[src/rtl/n1_pkg.sv]
// -----------------------------------------------------------------------------
// n1_pkg
// Shared constants and saturation helpers for the n1 accumulate unit.
//   N        : width of each product and of the final result
//   TN       : products per input beat (power of two)
//   ACC_W    : running-accumulator width
//   LOG2_TN  : adder-tree depth (one register per level)
//   TREE_W   : adder-tree output width, N + LOG2_TN
//   WIDE_W   : width of acc + tree_sum before saturation (never overflows)
// -----------------------------------------------------------------------------
package n1_pkg;

   localparam int N       = 16;
   localparam int TN      = 16;
   localparam int ACC_W   = 24;
   localparam int LOG2_TN = $clog2(TN);
   localparam int TREE_W  = N + LOG2_TN;
   // One guard bit over the accumulator is enough: TREE_W < ACC_W.
   localparam int WIDE_W  = ACC_W + 1;

   // Clip limits for the N-bit result, both as N-bit values and sign-extended
   // to WIDE_W so they can be compared against the unsaturated sum.
   localparam logic [N-1:0]             N_MAX     = {1'b0, {(N-1){1'b1}}};
   localparam logic [N-1:0]             N_MIN     = {1'b1, {(N-1){1'b0}}};
   localparam logic signed [WIDE_W-1:0] N_MAX_W   = {{(WIDE_W-N+1){1'b0}}, {(N-1){1'b1}}};
   localparam logic signed [WIDE_W-1:0] N_MIN_W   = {{(WIDE_W-N+1){1'b1}}, {(N-1){1'b0}}};

   // Clip limits for the ACC_W-bit accumulator.
   localparam logic [ACC_W-1:0]         ACC_MAX   = {1'b0, {(ACC_W-1){1'b1}}};
   localparam logic [ACC_W-1:0]         ACC_MIN   = {1'b1, {(ACC_W-1){1'b0}}};
   localparam logic signed [WIDE_W-1:0] ACC_MAX_W = {2'b00, {(ACC_W-1){1'b1}}};
   localparam logic signed [WIDE_W-1:0] ACC_MIN_W = {2'b11, {(ACC_W-1){1'b0}}};

   // Saturated N-bit result together with the "was clipped" flag.
   typedef struct packed {
      logic [N-1:0] value;
      logic         clipped;
   } sat_n_t;

   // Sign-extend accumulator and tree sum to WIDE_W and add them.
   function automatic logic [WIDE_W-1:0] widen_sum(input logic [ACC_W-1:0]  acc,
                                                   input logic [TREE_W-1:0] tree);
      logic [WIDE_W-1:0] acc_w;
      logic [WIDE_W-1:0] tree_w;
      acc_w  = {acc[ACC_W-1], acc};
      tree_w = {{(WIDE_W-TREE_W){tree[TREE_W-1]}}, tree};
      return acc_w + tree_w;
   endfunction

   // Clip a WIDE_W signed value to the N-bit signed range.
   function automatic sat_n_t sat_n(input logic signed [WIDE_W-1:0] x);
      sat_n_t r;
      if (x > N_MAX_W) begin
         r.value   = N_MAX;
         r.clipped = 1'b1;
      end else if (x < N_MIN_W) begin
         r.value   = N_MIN;
         r.clipped = 1'b1;
      end else begin
         r.value   = x[N-1:0];
         r.clipped = 1'b0;
      end
      return r;
   endfunction

   // Clip a WIDE_W signed value to the ACC_W-bit signed range.
   function automatic logic [ACC_W-1:0] sat_acc(input logic signed [WIDE_W-1:0] x);
      logic [ACC_W-1:0] r;
      if (x > ACC_MAX_W) begin
         r = ACC_MAX;
      end else if (x < ACC_MIN_W) begin
         r = ACC_MIN;
      end else begin
         r = x[ACC_W-1:0];
      end
      return r;
   endfunction

endpackage

[src/rtl/n1_add_tree.sv]
// -----------------------------------------------------------------------------
// n1_add_tree
// Pipelined binary adder tree: sums TN signed N-bit products in LOG2_TN
// registered levels. Level l widens its operands by one bit (N+l -> N+l+1),
// so no level can overflow. valid/last ride alongside in a shift pipeline of
// the same depth so they stay aligned with the sum.
// Ports:
//   clk      in   clock
//   rst      in   synchronous active-high reset (clears the valid pipeline)
//   valid_i  in   a beat of TN products is present
//   last_i   in   beat closes the current output window
//   prod_i   in   TN packed signed products, lane k at [(k+1)*N-1 : k*N]
//   valid_o  out  sum_o carries a beat's total this cycle
//   last_o   out  that beat was the last of its window
//   sum_o    out  TREE_W-bit signed sum of the beat's TN products
// -----------------------------------------------------------------------------
module n1_add_tree
   import n1_pkg::*;
(
   input  logic              clk,
   input  logic              rst,
   input  logic              valid_i,
   input  logic              last_i,
   input  logic [TN*N-1:0]   prod_i,
   output logic              valid_o,
   output logic              last_o,
   output logic [TREE_W-1:0] sum_o
);

   logic [LOG2_TN-1:0] valid_q;
   logic [LOG2_TN-1:0] valid_d;
   logic [LOG2_TN-1:0] last_q;
   logic [LOG2_TN-1:0] last_d;

   // Shift the beat qualifiers one level deeper each cycle.
   always_comb begin
      valid_d = {valid_q[LOG2_TN-2:0], valid_i};
      last_d  = {last_q[LOG2_TN-2:0], last_i};
   end

   // Valid pipeline register; cleared on reset so in-flight beats vanish.
   always_ff @(posedge clk) begin
      if (rst) begin
         valid_q <= '0;
      end else begin
         valid_q <= valid_d;
      end
   end

   // Last flag pipeline; only meaningful where the matching valid bit is set.
   always_ff @(posedge clk) begin
      last_q <= last_d;
   end

   for (genvar l = 0; l < LOG2_TN; l++) begin : g_lvl
      localparam int IW  = N + l;
      localparam int OW  = N + l + 1;
      localparam int CNT = TN >> (l + 1);

      logic [2*CNT*IW-1:0] in_s;
      logic [CNT*OW-1:0]   sum_d;
      logic [CNT*OW-1:0]   sum_q;
      logic [IW-1:0]       a_s;
      logic [IW-1:0]       b_s;

      if (l == 0) begin : g_src_in
         assign in_s = prod_i;
      end else begin : g_src_prev
         assign in_s = g_lvl[l-1].sum_q;
      end

      // Pairwise sign-extended adds for this level.
      always_comb begin
         sum_d = '0;
         a_s   = '0;
         b_s   = '0;
         for (int j = 0; j < CNT; j++) begin
            a_s = in_s[(2*j)*IW +: IW];
            b_s = in_s[(2*j+1)*IW +: IW];
            sum_d[j*OW +: OW] = {a_s[IW-1], a_s} + {b_s[IW-1], b_s};
         end
      end

      // Level data register; no reset, qualified by the valid pipeline.
      always_ff @(posedge clk) begin
         sum_q <= sum_d;
      end
   end

   assign valid_o = valid_q[LOG2_TN-1];
   assign last_o  = last_q[LOG2_TN-1];
   assign sum_o   = g_lvl[LOG2_TN-1].sum_q;

endmodule

[src/rtl/n1_accum_unit.sv]
// -----------------------------------------------------------------------------
// n1_accum_unit
// Reduces beats of TN signed products through a pipelined adder tree and
// accumulates the per-beat sums over an output window. The window closes on a
// beat flagged last: the total is saturated to N bits and presented for one
// cycle on o_valid, and the accumulator restarts from zero so the next beat
// can open a new window immediately. Accepts a beat every cycle; no stall.
// Ports:
//   clk      in   clock, all state updates on the rising edge
//   rst      in   synchronous active-high reset
//   i_valid  in   a beat of TN products is present
//   i_last   in   beat is the last of the window (ignored without i_valid)
//   i_prod   in   TN packed signed products, lane k at [(k+1)*N-1 : k*N]
//   o_valid  out  one-cycle pulse: o_sum/o_sat carry a completed window
//   o_sum    out  saturated N-bit window sum, held between pulses
//   o_sat    out  o_sum was clipped, held between pulses
// Latency from a last beat to its o_valid pulse: LOG2_TN + 1 cycles.
// -----------------------------------------------------------------------------
module n1_accum_unit
   import n1_pkg::*;
(
   input  logic            clk,
   input  logic            rst,
   input  logic            i_valid,
   input  logic            i_last,
   input  logic [TN*N-1:0] i_prod,
   output logic            o_valid,
   output logic [N-1:0]    o_sum,
   output logic            o_sat
);

   logic              tree_valid_s;
   logic              tree_last_s;
   logic [TREE_W-1:0] tree_sum_s;

   logic [WIDE_W-1:0] wide_sum_s;
   sat_n_t            sat_res_s;

   logic [ACC_W-1:0]  acc_q;
   logic [ACC_W-1:0]  acc_d;
   logic              o_valid_q;
   logic              o_valid_d;
   logic [N-1:0]      o_sum_q;
   logic [N-1:0]      o_sum_d;
   logic              o_sat_q;
   logic              o_sat_d;

   n1_add_tree u_tree (
      .clk     (clk),
      .rst     (rst),
      .valid_i (i_valid),
      .last_i  (i_last),
      .prod_i  (i_prod),
      .valid_o (tree_valid_s),
      .last_o  (tree_last_s),
      .sum_o   (tree_sum_s)
   );

   // Unsaturated running total and its N-bit clipped form.
   always_comb begin
      wide_sum_s = widen_sum(acc_q, tree_sum_s);
      sat_res_s  = sat_n(wide_sum_s);
   end

   // Accumulate / close-window decision.
   always_comb begin
      acc_d     = acc_q;
      o_valid_d = 1'b0;
      o_sum_d   = o_sum_q;
      o_sat_d   = o_sat_q;
      if (tree_valid_s) begin
         if (tree_last_s) begin
            // Close the window; the next beat starts from zero.
            o_valid_d = 1'b1;
            o_sum_d   = sat_res_s.value;
            o_sat_d   = sat_res_s.clipped;
            acc_d     = '0;
         end else begin
            acc_d     = sat_acc(wide_sum_s);
         end
      end else begin
         acc_d     = acc_q;
      end
   end

   // Accumulator and output registers.
   always_ff @(posedge clk) begin
      if (rst) begin
         acc_q     <= '0;
         o_valid_q <= 1'b0;
         o_sum_q   <= '0;
         o_sat_q   <= 1'b0;
      end else begin
         acc_q     <= acc_d;
         o_valid_q <= o_valid_d;
         o_sum_q   <= o_sum_d;
         o_sat_q   <= o_sat_d;
      end
   end

   assign o_valid = o_valid_q;
   assign o_sum   = o_sum_q;
   assign o_sat   = o_sat_q;

endmodule

[config.mk]
export PLATFORM = sky130hd
export DESIGN_NAME = n1_accum_unit
export DESIGN_NICKNAME = d
export VERILOG_FILES = /design/src/rtl/n1_pkg.sv /design/src/rtl/n1_add_tree.sv /design/src/rtl/n1_accum_unit.sv
export SDC_FILE = /design/constraint.sdc
export NUM_CORES = 1
export LEC_CHECK = 0
export ABC_AREA = 1
export ABC_CLOCK_PERIOD_IN_PS = 2500
export CAP_MARGIN = 20
export CORE_MARGIN = 3
export CORE_UTILIZATION = 35
export CTS_CLUSTER_SIZE = 10
export DETAILED_ROUTE_END_ITERATION = 8
export PLACE_DENSITY_LB_ADDON = 0.3
export SLEW_MARGIN = 5
export SYNTH_ARGS = -nofsm -noshare
export SYNTH_HDL_FRONTEND = slang
export SYNTH_SLANG_ARGS = --single-unit
[constraint.sdc]
create_clock -name clk -period 2.5 [get_ports clk]
set_input_delay 0.25 -clock clk [delete_from_list [all_inputs] [get_ports clk]]
set_output_delay 0.25 -clock clk [all_outputs]
set_load 0.1 [all_outputs]
==> results.sh <==
export IMPL_grt_pass1_vias=17800
export IMPL_overflow=0
export IMPL_r2r_cells=18
export IMPL_track_usage_pct=17.4
export IMPL_min_path_type="input port to register"
export IMPL_cts_root_buf="clkbuf_16"
export IMPL_synthTopCellsByArea="dfxtp_1 33%, ha_1 18%, nand2_1 11%"
export IMPL_ant_nets=0
export IMPL_fin_nets=3505
export IMPL_setup_violations_final=3
export IMPL_power_per_cell_area_nw_per_um2=1040
export IMPL_cts_tree="done"
export IMPL_outcome="finished with violations"
export IMPL_first_iter_violations=543
export IMPL_async_flop_share_pct=0
export IMPL_cts_hold_buf=0
export IMPL_synth_largest_area_cell="dfxtp_1"
export IMPL_cap_violations=0
export IMPL_area_delta_synth_final_pct=35.8
export IMPL_rsz0062_at_grt="yes"
export IMPL_dieArea_um2=58200
export IMPL_whs_path_depth=1
export IMPL_totalPowerFinal_uw=27300
export IMPL_vias=17300
export IMPL_core_area_um2=54200
export IMPL_cts_made_buffers=39
export IMPL_wl_per_cell_um=13.9
export IMPL_fin_ws_ps=-11.1
export IMPL_dpl_hpwl_um=41900
export IMPL_ff2ff_setup_slack_ps=-10
export IMPL_yosys_top_cells_count="549 x nand2_1, 316 x dfxtp_1, 290 x inv_1"
export IMPL_fillers=5221
export IMPL_drive_gt1_share_pct=14.7
export IMPL_grt_pass1_wl_um=83200
export IMPL_syn_inst=2445
export IMPL_numPortBuffers=277
export IMPL_syn_area_um2=19400
export IMPL_place_gp_congestion=0.855
export IMPL_ys_types=41
export IMPL_die_w_um=241
export IMPL_max_clock_freq_ghz=0.398
export IMPL_critPathArrivalTime_ps=2940
export IMPL_cts_max_path_buffers=3
export IMPL_crit_path_end_kind="register"
export IMPL_seqCellArea_um2=6340
export IMPL_drcViolationCount=0
export IMPL_ys_flop_type="dfxtp_1"
export IMPL_clk_pin_slew_ps=50
export IMPL_multiInputGateArea_um2=12600
export IMPL_peakVddDrop_mv=0.560
export IMPL_tightest_slew_ps=576
export IMPL_leakagePower_uw=0.0126
export IMPL_ys_seq_elements=316
export IMPL_cts_sinks=316
export IMPL_postLayoutCoreUtil_pct=48.5
export IMPL_synth_nets=2996
export IMPL_whs_endpoint="u_tree.last_q[0]"
export IMPL_min_period_ps=2510
export IMPL_min_period_over_period_pct=100
export IMPL_hold_path_startpoint="i_last"
export IMPL_synth_top_area_share_pct=32.7
export IMPL_die_h_um=241
export IMPL_initial_core_util_pct=35.7
export IMPL_slew_viol_final=0
export IMPL_diodes=0
export IMPL_antenna_found_initial=0
export IMPL_final_setup_skew_ps=17.2
export IMPL_htreeDepth=2
export IMPL_critPathRequiredTime_ps=2920
export IMPL_grt_start_max_net_pins=26
export IMPL_worstSkewPairLatency_ps=550
export IMPL_routed_wl_um=50800
export IMPL_row_count=85
export IMPL_final_hold_violation_count=0
export IMPL_reg2reg_from="u_tree.sum_o[0]"
export IMPL_critical_path_class="register to register"
export IMPL_yosysMostFrequentCell="nand2_1"
export IMPL_yosysSeqAreaShare_pct=32.7
export IMPL_crit_fanout=7
export IMPL_violations="setup timing"
export IMPL_critPathLaunchType="register"
export IMPL_io_pins=278
export IMPL_synth_edf_count=0
export IMPL_routed_via_density=4.74
export IMPL_dr_pass1_iters=4
export IMPL_slew_headroom_pct=61.2
export IMPL_rr_endpoint="o_sum[9]"
export IMPL_yosys_warnings=0
export IMPL_avgSynthCellArea_um2=7.92
sequential cells by signal, summed over array words and instances (netlist names):
name and cells:
o_sum 16, u_tree.last_q 4, u_tree.valid_q 4, acc_q 24, u_tree.g_lvl.sum_q 246, o_valid 1, o_sat 1, u_tree.sum_o 20
per-layer routing:
layer	GRT usage, %	up-vias	wire (um)
li1	-	9124	-
met1	21.8	7867	23100
met2	30.7	276	24500
met3	2.70	75	2000
met4	5.14	0	1200
met5	0	-	0
worst max-delay path, stage by stage, from the launching register on:
cell	delay, ps
dfxtp_2	340
ha_4	160
inv_4	40
fa_2	340
inv_2	70
nand2_2	60
nand2_4	80
nand3_2	60
nand2_2	90
nand2_2	70
nand2_2	90
nand3_2	80
nand2_4	110
xor2_4	170
buf_12	160
inv_6	40
a21oi_4	180
clkbuf_16	190
a21oi_2	40
power by group:
group,switching (uW),internal [uW],leakage (uW),total (uW)
sequential,843,6840,0.00265,7680
clock,2040,2900,0.000535,4940
combinational,8190,6490,0.00944,14700
through the flow:
step,area [um2],TNS (ps),setup WS (ps),hold slack [ps],instances
after detailed placement,24300,-13710,-527,316,3592
after floorplan,19400,0,105,278,2445
after global placement,24300,-10280,-470,314,3592
after CTS,25900,0,2.34,125,3651
final,26300,-24.9,-11.1,161,3662
after global routing,26300,-2740,-113,140,3662
placed cells by master (no fill, tap or decap), types with 4 or more instances in the layout:
cell,synthesis,final
nand2_1,549,506
dfxtp_1,316,307
inv_1,290,287
a21oi_1,284,266
clkdlybuf4s50_1,0,259
ha_1,275,253
buf_4,0,220
xor2_1,157,156
nor2_1,105,88
o21ai_0,115,87
xnor2_1,74,74
nand3_1,63,54
nand2_2,4,42
clkbuf_16,0,40
o21ai_1,10,33
a31oi_1,33,32
a21oi_2,7,24
ha_4,0,21
nor3_1,20,18
o31ai_1,18,17
a21boi_0,21,17
fa_1,16,15
nor2_2,5,12
nand4_1,11,11
o22ai_1,10,10
nand3_2,3,10
nor2_4,0,10
dfxtp_2,0,8
a21o_1,7,7
nand2_4,2,7
o211ai_1,6,6
clkbuf_1,10,6
nand3b_1,5,5
o21ai_2,0,5
a21boi_1,0,4
nor3_2,3,4
inv_2,2,4
kinds of logic after synthesis:
| family | Yosys count | synth area share (%) |
|---|---|---|
| compound gates | 521 | 14.8 |
| xor+xnor | 232 | 10.6 |
| simple gates | 776 | 16.3 |
| buf+inv | 309 | 6.21 |
| fa+ha+maj | 291 | 19.4 |
| flops | 316 | 32.7 |
how the worst max path moves through the flow:
stage	slack, ps	from	to
after floorplan	100	acc_q[0]	o_sum[11]
after global placement	-470	i_prod[96]	u_tree.g_lvl[0].sum_q[67]
after detailed placement	-530	i_prod[32]	u_tree.g_lvl[0].sum_q[31]
after CTS	2	acc_q[0]	o_sum[4]
after global routing	-110	u_tree.sum_o[0]	o_sum[13]
final	-10	u_tree.sum_o[0]	o_sum[9]
what timing repair did:
item | CTS | global route
cloned | 1 | 1
setup buffers | 5 | 12
gates resized for setup | 87 | 112
endpoints found under the setup margin | 41 | 72
pin swaps | 13 | 37
layout make-up:
class	instances	share of cell area [%]
inverters	293	4.21
flip-flops and latches	316	24.1
well taps	696	3.31
multi-input cells	1821	47.8
clock inverters	5	0.195
repair buffers	483	16.4
clock buffers	48	3.96
No activity file was read; power rests on OpenSTA's default activity.
